===== src/rtl/mem_arbiter_if.sv =====
// Requester-side bundle for mem_arbiter: IF fetch channel and MEM load/store channel.
interface mem_arbiter_if #(
  parameter int unsigned ADDR_WIDTH = 32
);
  logic                  if_req;
  logic [ADDR_WIDTH-1:0] if_addr;
  logic                  if_done;
  logic [31:0]           if_data;
  logic [1:0]            mem_req;
  logic [ADDR_WIDTH-1:0] mem_addr;
  logic [1:0]            mem_width;
  logic [31:0]           mem_wdata;
  logic                  mem_done;
  logic [31:0]           mem_rdata;

  modport master (
    output if_req, if_addr, mem_req, mem_addr, mem_width, mem_wdata,
    input  if_done, if_data, mem_done, mem_rdata
  );

  modport slave (
    input  if_req, if_addr, mem_req, mem_addr, mem_width, mem_wdata,
    output if_done, if_data, mem_done, mem_rdata
  );
endinterface


===== src/rtl/mem_arbiter.sv =====
// mem_arbiter: serialises IF fetches and MEM loads/stores into little-endian byte accesses on
// a byte-wide RAM/IO port. Define MEM_ARB_IO_WAIT_EN to stall IO-region writes while io_buffer_full.
module mem_arbiter #(
  parameter int unsigned ADDR_WIDTH = 32,
  parameter logic [1:0]  IO_SEL     = 2'b11
) (
  input  logic                  clk,
  input  logic                  rst,
  input  logic                  rdy,
  mem_arbiter_if.slave          bus,
  output logic                  busy,
  input  logic                  io_buffer_full,
  input  logic [7:0]            ram_data_i,
  output logic [7:0]            ram_data_o,
  output logic [ADDR_WIDTH-1:0] ram_addr_o,
  output logic                  ram_rw
);
  typedef enum logic [1:0] {IDLE, RD, WR, DONE} state_t;

  state_t                state, next_state;
  logic [ADDR_WIDTH-1:0] base, cur_addr;
  logic [2:0]            n, idx;
  logic [31:0]           wdata, rbuf, rbuf_next, if_data_q, mem_rdata_q;
  logic                  owner_mem, cap_pend;
  logic [1:0]            cap_lane;
  logic                  accept_mem, accept_if, mem_valid, issue, io_block;

  function automatic logic [2:0] width_to_n(input logic [1:0] w);
    case (w)
      2'b00:   return 3'd1;
      2'b01:   return 3'd2;
      default: return 3'd4;
    endcase
  endfunction

  always_ff @(posedge clk or posedge rst) begin
    if (rst) state <= IDLE;
    else     state <= next_state;
  end

  always_comb begin
    next_state = state;
    issue      = 1'b0;
    accept_mem = 1'b0;
    accept_if  = 1'b0;
    ram_addr_o = '0;
    ram_data_o = '0;
    ram_rw     = 1'b0;
    mem_valid  = (bus.mem_req == 2'b01) || (bus.mem_req == 2'b10);
    cur_addr   = base + ADDR_WIDTH'(idx);
`ifdef MEM_ARB_IO_WAIT_EN
    io_block   = io_buffer_full && (cur_addr[17:16] == IO_SEL);
`else
    // Feature compiled out: operands stay referenced but the stall is masked off.
    io_block   = io_buffer_full & (cur_addr[17:16] == IO_SEL) & 1'b0;
`endif
    // Read data lands one cycle after its address; fold any owed byte into its lane.
    rbuf_next = rbuf;
    if (cap_pend) rbuf_next[{cap_lane, 3'b000} +: 8] = ram_data_i;

    case (state)
      IDLE: begin
        if (rdy) begin
          if (mem_valid) begin
            accept_mem = 1'b1;
            next_state = (bus.mem_req == 2'b10) ? WR : RD;
          end else if (bus.if_req) begin
            accept_if  = 1'b1;
            next_state = RD;
          end
        end
      end
      RD: begin
        if (idx == n) begin
          next_state = DONE;
        end else if (rdy) begin
          issue      = 1'b1;
          ram_addr_o = cur_addr;
        end
      end
      WR: begin
        if (rdy && !io_block) begin
          issue      = 1'b1;
          ram_rw     = 1'b1;
          ram_addr_o = cur_addr;
          ram_data_o = wdata[{idx[1:0], 3'b000} +: 8];
          if (idx + 3'd1 == n) next_state = DONE;
        end
      end
      DONE:    next_state = IDLE;
      default: next_state = IDLE;
    endcase
  end

  always_ff @(posedge clk or posedge rst) begin
    if (rst) begin
      base        <= '0;
      n           <= '0;
      idx         <= '0;
      wdata       <= '0;
      owner_mem   <= 1'b0;
      cap_pend    <= 1'b0;
      cap_lane    <= '0;
      rbuf        <= '0;
      if_data_q   <= '0;
      mem_rdata_q <= '0;
    end else begin
      rbuf     <= rbuf_next;
      cap_pend <= issue && (state == RD);
      if (issue) begin
        cap_lane <= idx[1:0];
        idx      <= idx + 3'd1;
      end
      if (accept_mem || accept_if) begin
        idx       <= '0;
        rbuf      <= '0;
        owner_mem <= accept_mem;
      end
      if (accept_mem) begin
        base  <= bus.mem_addr;
        n     <= width_to_n(bus.mem_width);
        wdata <= bus.mem_wdata;
      end else if (accept_if) begin
        base <= bus.if_addr;
        n    <= 3'd4;
      end
      if (state == RD && next_state == DONE) begin
        if (owner_mem) mem_rdata_q <= rbuf_next;
        else           if_data_q   <= rbuf_next;
      end
    end
  end

  assign busy          = (state != IDLE);
  assign bus.if_done   = (state == DONE) && !owner_mem;
  assign bus.mem_done  = (state == DONE) && owner_mem;
  assign bus.if_data   = if_data_q;
  assign bus.mem_rdata = mem_rdata_q;
endmodule


===== src/flat_wrapper.sv =====
// flat-port wrapper written by rule: the top's interface ports become plain ports
module mem_arbiter_flat 
#(
  parameter int unsigned ADDR_WIDTH = 32,
  parameter logic [1:0]  IO_SEL     = 2'b11
)
  (clk, rst, rdy, busy, io_buffer_full, ram_data_i, ram_data_o, ram_addr_o, ram_rw, bus_if_req, bus_if_addr, bus_mem_req, bus_mem_addr, bus_mem_width, bus_mem_wdata, bus_if_done, bus_if_data, bus_mem_done, bus_mem_rdata);
  mem_arbiter_if #(.ADDR_WIDTH(ADDR_WIDTH)) bus_i ();
  input  logic clk;
  input  logic rst;
  input  logic rdy;
  output logic busy;
  input  logic io_buffer_full;
  input  logic [7:0] ram_data_i;
  output logic [7:0] ram_data_o;
  output logic [ADDR_WIDTH-1:0] ram_addr_o;
  output logic ram_rw;
  input wire logic [$bits(bus_i.if_req)-1:0] bus_if_req;
  input wire logic [$bits(bus_i.if_addr)-1:0] bus_if_addr;
  input wire logic [$bits(bus_i.mem_req)-1:0] bus_mem_req;
  input wire logic [$bits(bus_i.mem_addr)-1:0] bus_mem_addr;
  input wire logic [$bits(bus_i.mem_width)-1:0] bus_mem_width;
  input wire logic [$bits(bus_i.mem_wdata)-1:0] bus_mem_wdata;
  output wire logic [$bits(bus_i.if_done)-1:0] bus_if_done;
  output wire logic [$bits(bus_i.if_data)-1:0] bus_if_data;
  output wire logic [$bits(bus_i.mem_done)-1:0] bus_mem_done;
  output wire logic [$bits(bus_i.mem_rdata)-1:0] bus_mem_rdata;
  assign bus_i.if_req = bus_if_req;
  assign bus_i.if_addr = bus_if_addr;
  assign bus_i.mem_req = bus_mem_req;
  assign bus_i.mem_addr = bus_mem_addr;
  assign bus_i.mem_width = bus_mem_width;
  assign bus_i.mem_wdata = bus_mem_wdata;
  assign bus_if_done = bus_i.if_done;
  assign bus_if_data = bus_i.if_data;
  assign bus_mem_done = bus_i.mem_done;
  assign bus_mem_rdata = bus_i.mem_rdata;
  mem_arbiter #(.ADDR_WIDTH(ADDR_WIDTH), .IO_SEL(IO_SEL)) u_core (.clk(clk), .rst(rst), .rdy(rdy), .bus(bus_i), .busy(busy), .io_buffer_full(io_buffer_full), .ram_data_i(ram_data_i), .ram_data_o(ram_data_o), .ram_addr_o(ram_addr_o), .ram_rw(ram_rw));
endmodule

===== config.mk =====
export PLATFORM = sky130hd
export DESIGN_NAME = mem_arbiter_flat
export DESIGN_NICKNAME = d
export VERILOG_FILES = /design/src/rtl/mem_arbiter_if.sv /design/src/rtl/mem_arbiter.sv /design/src/flat_wrapper.sv
export SDC_FILE = /design/constraint.sdc
export NUM_CORES = 1
export LEC_CHECK = 0
export ABC_CLOCK_PERIOD_IN_PS = 8109
export BUFFER_PORTS_ARGS = -buffer_cell sky130_fd_sc_hd__buf_2
export CAP_MARGIN = 20
export CORE_MARGIN = 1.5
export CORE_UTILIZATION = 58
export CTS_CLUSTER_DIAMETER = 150
export DETAILED_ROUTE_END_ITERATION = 12
export PLACE_DENSITY = 0.86
export REMOVE_ABC_BUFFERS = 1
export SETUP_SLACK_MARGIN = 0.4
export SYNTH_ARGS = -nofsm -noshare
export SYNTH_HDL_FRONTEND = slang
export SYNTH_SLANG_ARGS = --single-unit

===== constraint.sdc =====
create_clock -name clk -period 8.11 [get_ports clk]
set_clock_uncertainty 0.15 [all_clocks]
set_input_delay 0.4055 -clock clk [delete_from_list [all_inputs] [get_ports clk]]
set_output_delay 0.4055 -clock clk [all_outputs]
set_load 0.02 [all_outputs]

Word level (Yosys, flattened, before mapping). Index checks and enable logic that the tools add are counted.

Flip-flop bits (word level): 172. Latch bits: 0. Bits in writable memories: 0. Bits in read-only memories: 0. Bits of input ports: 113. Output and inout bits: 108. Logic and storage cells: 75. Memories kept: 0.

Add/sub/neg operators: 3. $mul: 0. Divide/modulo/power cells: 0. $lt $le $gt $ge: 0. Equality and inequality tests: 9. Shift operators: 3. Mux-type cells: 34. Bitwise gates (word level): 1. Reductions and logical operators: 14.

Operators by type and width (number): $mux W32 (6); $pmux W32 S2 (1); $add A32 B3 Y32 (1); $bwmux W32 (1); $shift A8 B7 Y32 const A (1); $shiftx A32 B6 Y8 (1); $shiftx A8 B7 Y32 (1); $mux W8 (2); $mux W2 (7); $mux W3 (4); $mux W1 (10); $eq A2 B2 Y1 const B (4); $pmux W2 S4 (1); $neg A5 Y7 (1); $eq A2 B1 Y1 const B (3); $eq A3 B3 Y1 (2); $pmux W3 S2 (1); $reduce_bool A2 Y1 (3); $logic_and A1 B1 Y1 (4); $logic_not A2 Y1 (2); $reduce_and A2 Y1 (2); $add A3 B1 Y3 const B (1); $logic_or A1 B1 Y1 (2); $pmux W1 S2 (1); other kinds (2) (2).

Longest topological paths before layout.
Depth after elaboration: 8. Gate-level depth with buffers: 10. Gate-level depth less buffers: 8.

Least setup slack after synthesis. OpenSTA, ideal clock, no wires.

Path type: register -> output. From: register u_core.idx[1]. To: output port ram_addr_o[30]. Data arrival time: 2479 ps. Required time: 7555 ps. Path slack: 5076 ps. Cell stages (with the launch flop): 9. Path through: dfrtp_1 clkbuf_1 inv_1 fa_1 nor2b_1 o21ba_2 nand3_1 or4_1 a21oi_1.

Word-level cells in the longest chain between the ends: 4. Elaborated cells between the ends (all ways): 5. Those cells by class: add/sub (1); eq/ne (1); mux (3).

Ends and longest elaborated chain: start, declared (RTL line mem_arbiter.sv:22) `logic [2:0] n, idx;`; start signal, assigned (RTL line mem_arbiter.sv:112) `idx <= idx + 3'd1;`; $add A32 B3 Y32 (RTL line mem_arbiter.sv:50) `cur_addr = base + ADDR_WIDTH'(idx);`; $mux W32 (RTL line mem_arbiter.sv:76, mem_arbiter.sv:82); $mux W32 (RTL line mem_arbiter.sv:74) `if (idx == n) begin`; $pmux W32 S2 * (RTL line mem_arbiter.sv:61) `case (state)`; end, declared (RTL line flat_wrapper.sv:16) `output logic [ADDR_WIDTH-1:0] ram_addr_o;`.

Mark *: on every way between the ends. The rest lies on a longest branch, timed or not.

Worst setup path in the final report.
From: register u_core.idx[0]. To: output port ram_addr_o[30].

The elaborated chain is that of the path after synthesis.

==> impl_metrics.tcl <==
set metrics [dict create \
    outcome "finished with violations" \
    violations "hold timing" \
    cts_resized 0 \
    p_leak_nw 5.38 \
    path_clk_slew_ps 70 \
    layout-drive-gt1-share_pct 40.0 \
    cts_buffers 17 \
    grt_pass1_vias 5881 \
    clock-sinks 172 \
    fin_cells 1102 \
    p_sw_w 0.00118 \
    rr_endpoint "u_core.bus.if_data[15]" \
    ys_warn_count 0 \
    synth_cell_type_count 44 \
    rows 44 \
    rsz0062_at_grt "false" \
    cts_setup_buffers 0 \
    num_antenna_cells 0 \
    syn_inst 698 \
    finalSetupViolations 0 \
    synth_edf_count 0 \
    power_frac_comb_pct 36.6 \
    routabilityCongestion 0.849 \
    vias 6108 \
    cp.required_ps 7550 \
    grtUsageMet2_pct 42.1 \
    area_growth_pct 21.0 \
    totalWireLength_um 18800 \
    antenna_found_initial 0 \
    p_clk_share_pct 23.9 \
    dieArea_um2 15400 \
    dp_cells 1067 \
    busiest_layer "met2" \
    synth_most_common_cell "dfrtp_1" \
    fillCellCount 1011 \
    synthArstFlopShare_pct 100 \
    hold_ws_ps -27.8 \
    slew_headroom_pct 30.0 \
    grt_use_total_pct 25.1 \
    cp_slowest_cell "dfrtp_1" \
    io_pins 221 \
    use_met3_pct 5.68 \
    yosys.area.top_type "dfrtp_1" \
    cts_root_buf "clkbuf_16" \
    setup_tns_ps 0 \
    crit_path_start "u_core.idx[0]" \
    seq_power_share_pct 39.6 \
    path_delay_family "simple AND/OR/NAND/NOR gates" \
    synth-seq-area-share_pct 50.5 \
    power.share.switching_pct 36.8 \
    cts_tree "yes" \
    hold_path_class "in -> async" \
    port_buffers 219 \
    clk_path_buf_depth 2 \
    dpl.hpwl_um 12800 \
    ant_nets 0 \
    drv_slew 0 \
    cp-end-kind "output port" \
    via_per_inst 5.54 \
    nNetsFinal 1034 \
    rr_worst_depth 5 \
    syn_area_per_cell_um2 12.2 \
    wire_per_inst_um 17.1 \
    synth_common_cells "dfrtp_1, nor2_1, mux2_4, and2_1, a21oi_1" \
    start_util_pct 59.1 \
    synth-main-ff-cell "dfrtp_1" \
    htree_levels 4 \
    insertion_delay_ps 420 \
    cp_max_fo 13 \
    hold_viol 15 \
    fmax_mhz 242 \
    max_cap_violations 0 \
    worst_slew_pin_slew_ps 1050 \
    p_int_w 0.00204 \
    grt_max_degree 91 \
    critPathKind "reg -> out" \
    grt_pass1_wl_um 29500 \
    drt-pass1-iter-count 5 \
    core-area_um2 14400 \
    overflow 0 \
    crit_chain "ha_1 -> inv_1 -> fa_1 -> nor2b_1 -> o21ba_2 -> nand3_1 -> or4_1 -> a21oi_1 -> buf_2" \
    ys_ff_latch 172 \
    rrSetupSlack_ps 4890 \
    synth_area_leaders "dfrtp_1, mux2_4, mux2_2, mux2i_1, and2_1" \
    fin_crit_sh_pct 51.1 \
    cp.arrival_ps 3590 \
    drc 0 \
    syn_area_um2 8520 \
    peakVddDrop_mv 0.266 \
    synth_top_area_share_pct 50.5 \
    grtUsageMet1_pct 32.4 \
    period_minus_slack_ps 4140 \
    rr_startpoint "u_core.idx[0]" \
    die_h_um 124 \
    powerDensity_nw_per_um2 313 \
    hold_buffers 0 \
    max_stage_delay_ps 850 \
    drt_iter0_drc 345 \
    start_kind "register" \
    cp_num_buf_inv 2 \
    fp.dieW_um 124 \
]
[power by group through the flow]
stage | Combinational (W) | Clock [W] | Sequential [W]
CTS | 0.00118 | 0.000782 | 0.00127
floorplan | 0.000867 | 0 | 0.00126
detailed placement | 0.00117 | 0 | 0.00128
global route | 0.00130 | 0.000824 | 0.00131
global placement | 0.00113 | 0 | 0.00127
finish | 0.00118 | 0.000770 | 0.00128
[registers in the layout, summed over array words and instances, names as in the netlist]
register,flops
u_core.base,32
u_core.bus.if_data,32
u_core.bus.mem_rdata,32
u_core.rbuf,32
u_core.wdata,32
u_core.idx,3
u_core.n,3
u_core.cap_lane,2
u_core.state,2
u_core.cap_pend,1
u_core.owner_mem,1
[layout make-up]
class,instances,area [um2],area share [%]
Clock buffer,19,443,4.30
Inverter,15,61.3,0.595
Timing Repair Buffer,226,1190,11.6
Multi-Input combinational cell,473,3960,38.4
Sequential cell,172,4300,41.7
Tap cell,184,230,2.23
Clock inverter,13,115,1.12
[layer usage]
metal | wire length [um] | part of all wire, %
met1 | 8080 | 43
met2 | 9540 | 51
met3 | 906 | 4.8
met4 | 307 | 1.6
met5 | 0 | 0
[worst reg2reg max path, cell delays in order (launching register included)]
cell	delay, ps
dfrtp_1	850
xor2_1	270
o31ai_1	310
a21oi_1	130
or3_2	910
mux2_1	480
[layout by cell type, fill, tap and decap left out, drive strengths merged, types with 2 or more instances in the layout]
master  count
nor2b       5
mux4        8
a21oi      42
ha         15
inv        18
xnor2       5
and2       47
mux2       97
nand2      21
mux2i      33
o21ai      11
o211ai      2
buf       226
clkinv      8
nand3      10
nand2b      2
o31ai       3
a22o       33
nor3        4
dfrtp     172
a211oi      2
and4        3
or3         6
or4         2
nand4      12
and3        7
clkbuf     19
xor2       24
nor2       67
nor4b       3
[stage by stage]
stage / power, W / util [%] / setup WS [ps] / cell area, um2 / hold slack (ps)
3_5_place_dp: 0.00245 / 67.1 / 4440 / 9690 / 330
2_1_floorplan: 0.00212 / - / 2890 / 8310 / 318
6_report: 0.00322 / 71.5 / 3970 / 10300 / -27.8
3_3_place_gp: 0.00240 / 67.1 / 4500 / 9690 / 322
5_1_grt: 0.00343 / 71.5 / 3710 / 10300 / 29.1
4_1_cts: 0.00323 / 71.0 / 3930 / 10200 / 4.93
[logic make-up (layout without fill, tap and decap cells)]
kind of cell,Yosys count,in the layout,synth area share [%]
DFF,172,172,50.5
AOI/OAI and AO/OA,98,98,7.61
muxes,138,138,21.5
xor gates and xnor gates,29,29,2.98
buffers and inverters,53,273,3.06
and+or+nand+nor,192,192,11.9
adders and majority gates,16,16,2.44
[how the worst max path moves through the flow]
stage / endpoint / slack, ps / cells past startpoint
after floorplan: u_core.base[0] / 2890 / 1
after global placement: u_core.bus.if_data[15] / 4500 / 8
after detailed placement: ram_addr_o[30] / 4440 / 9
after CTS: ram_addr_o[30] / 3930 / 9
after global routing: ram_addr_o[30] / 3710 / 9
final: ram_addr_o[30] / 3970 / 9
Power figures use the tool's default switching activity.
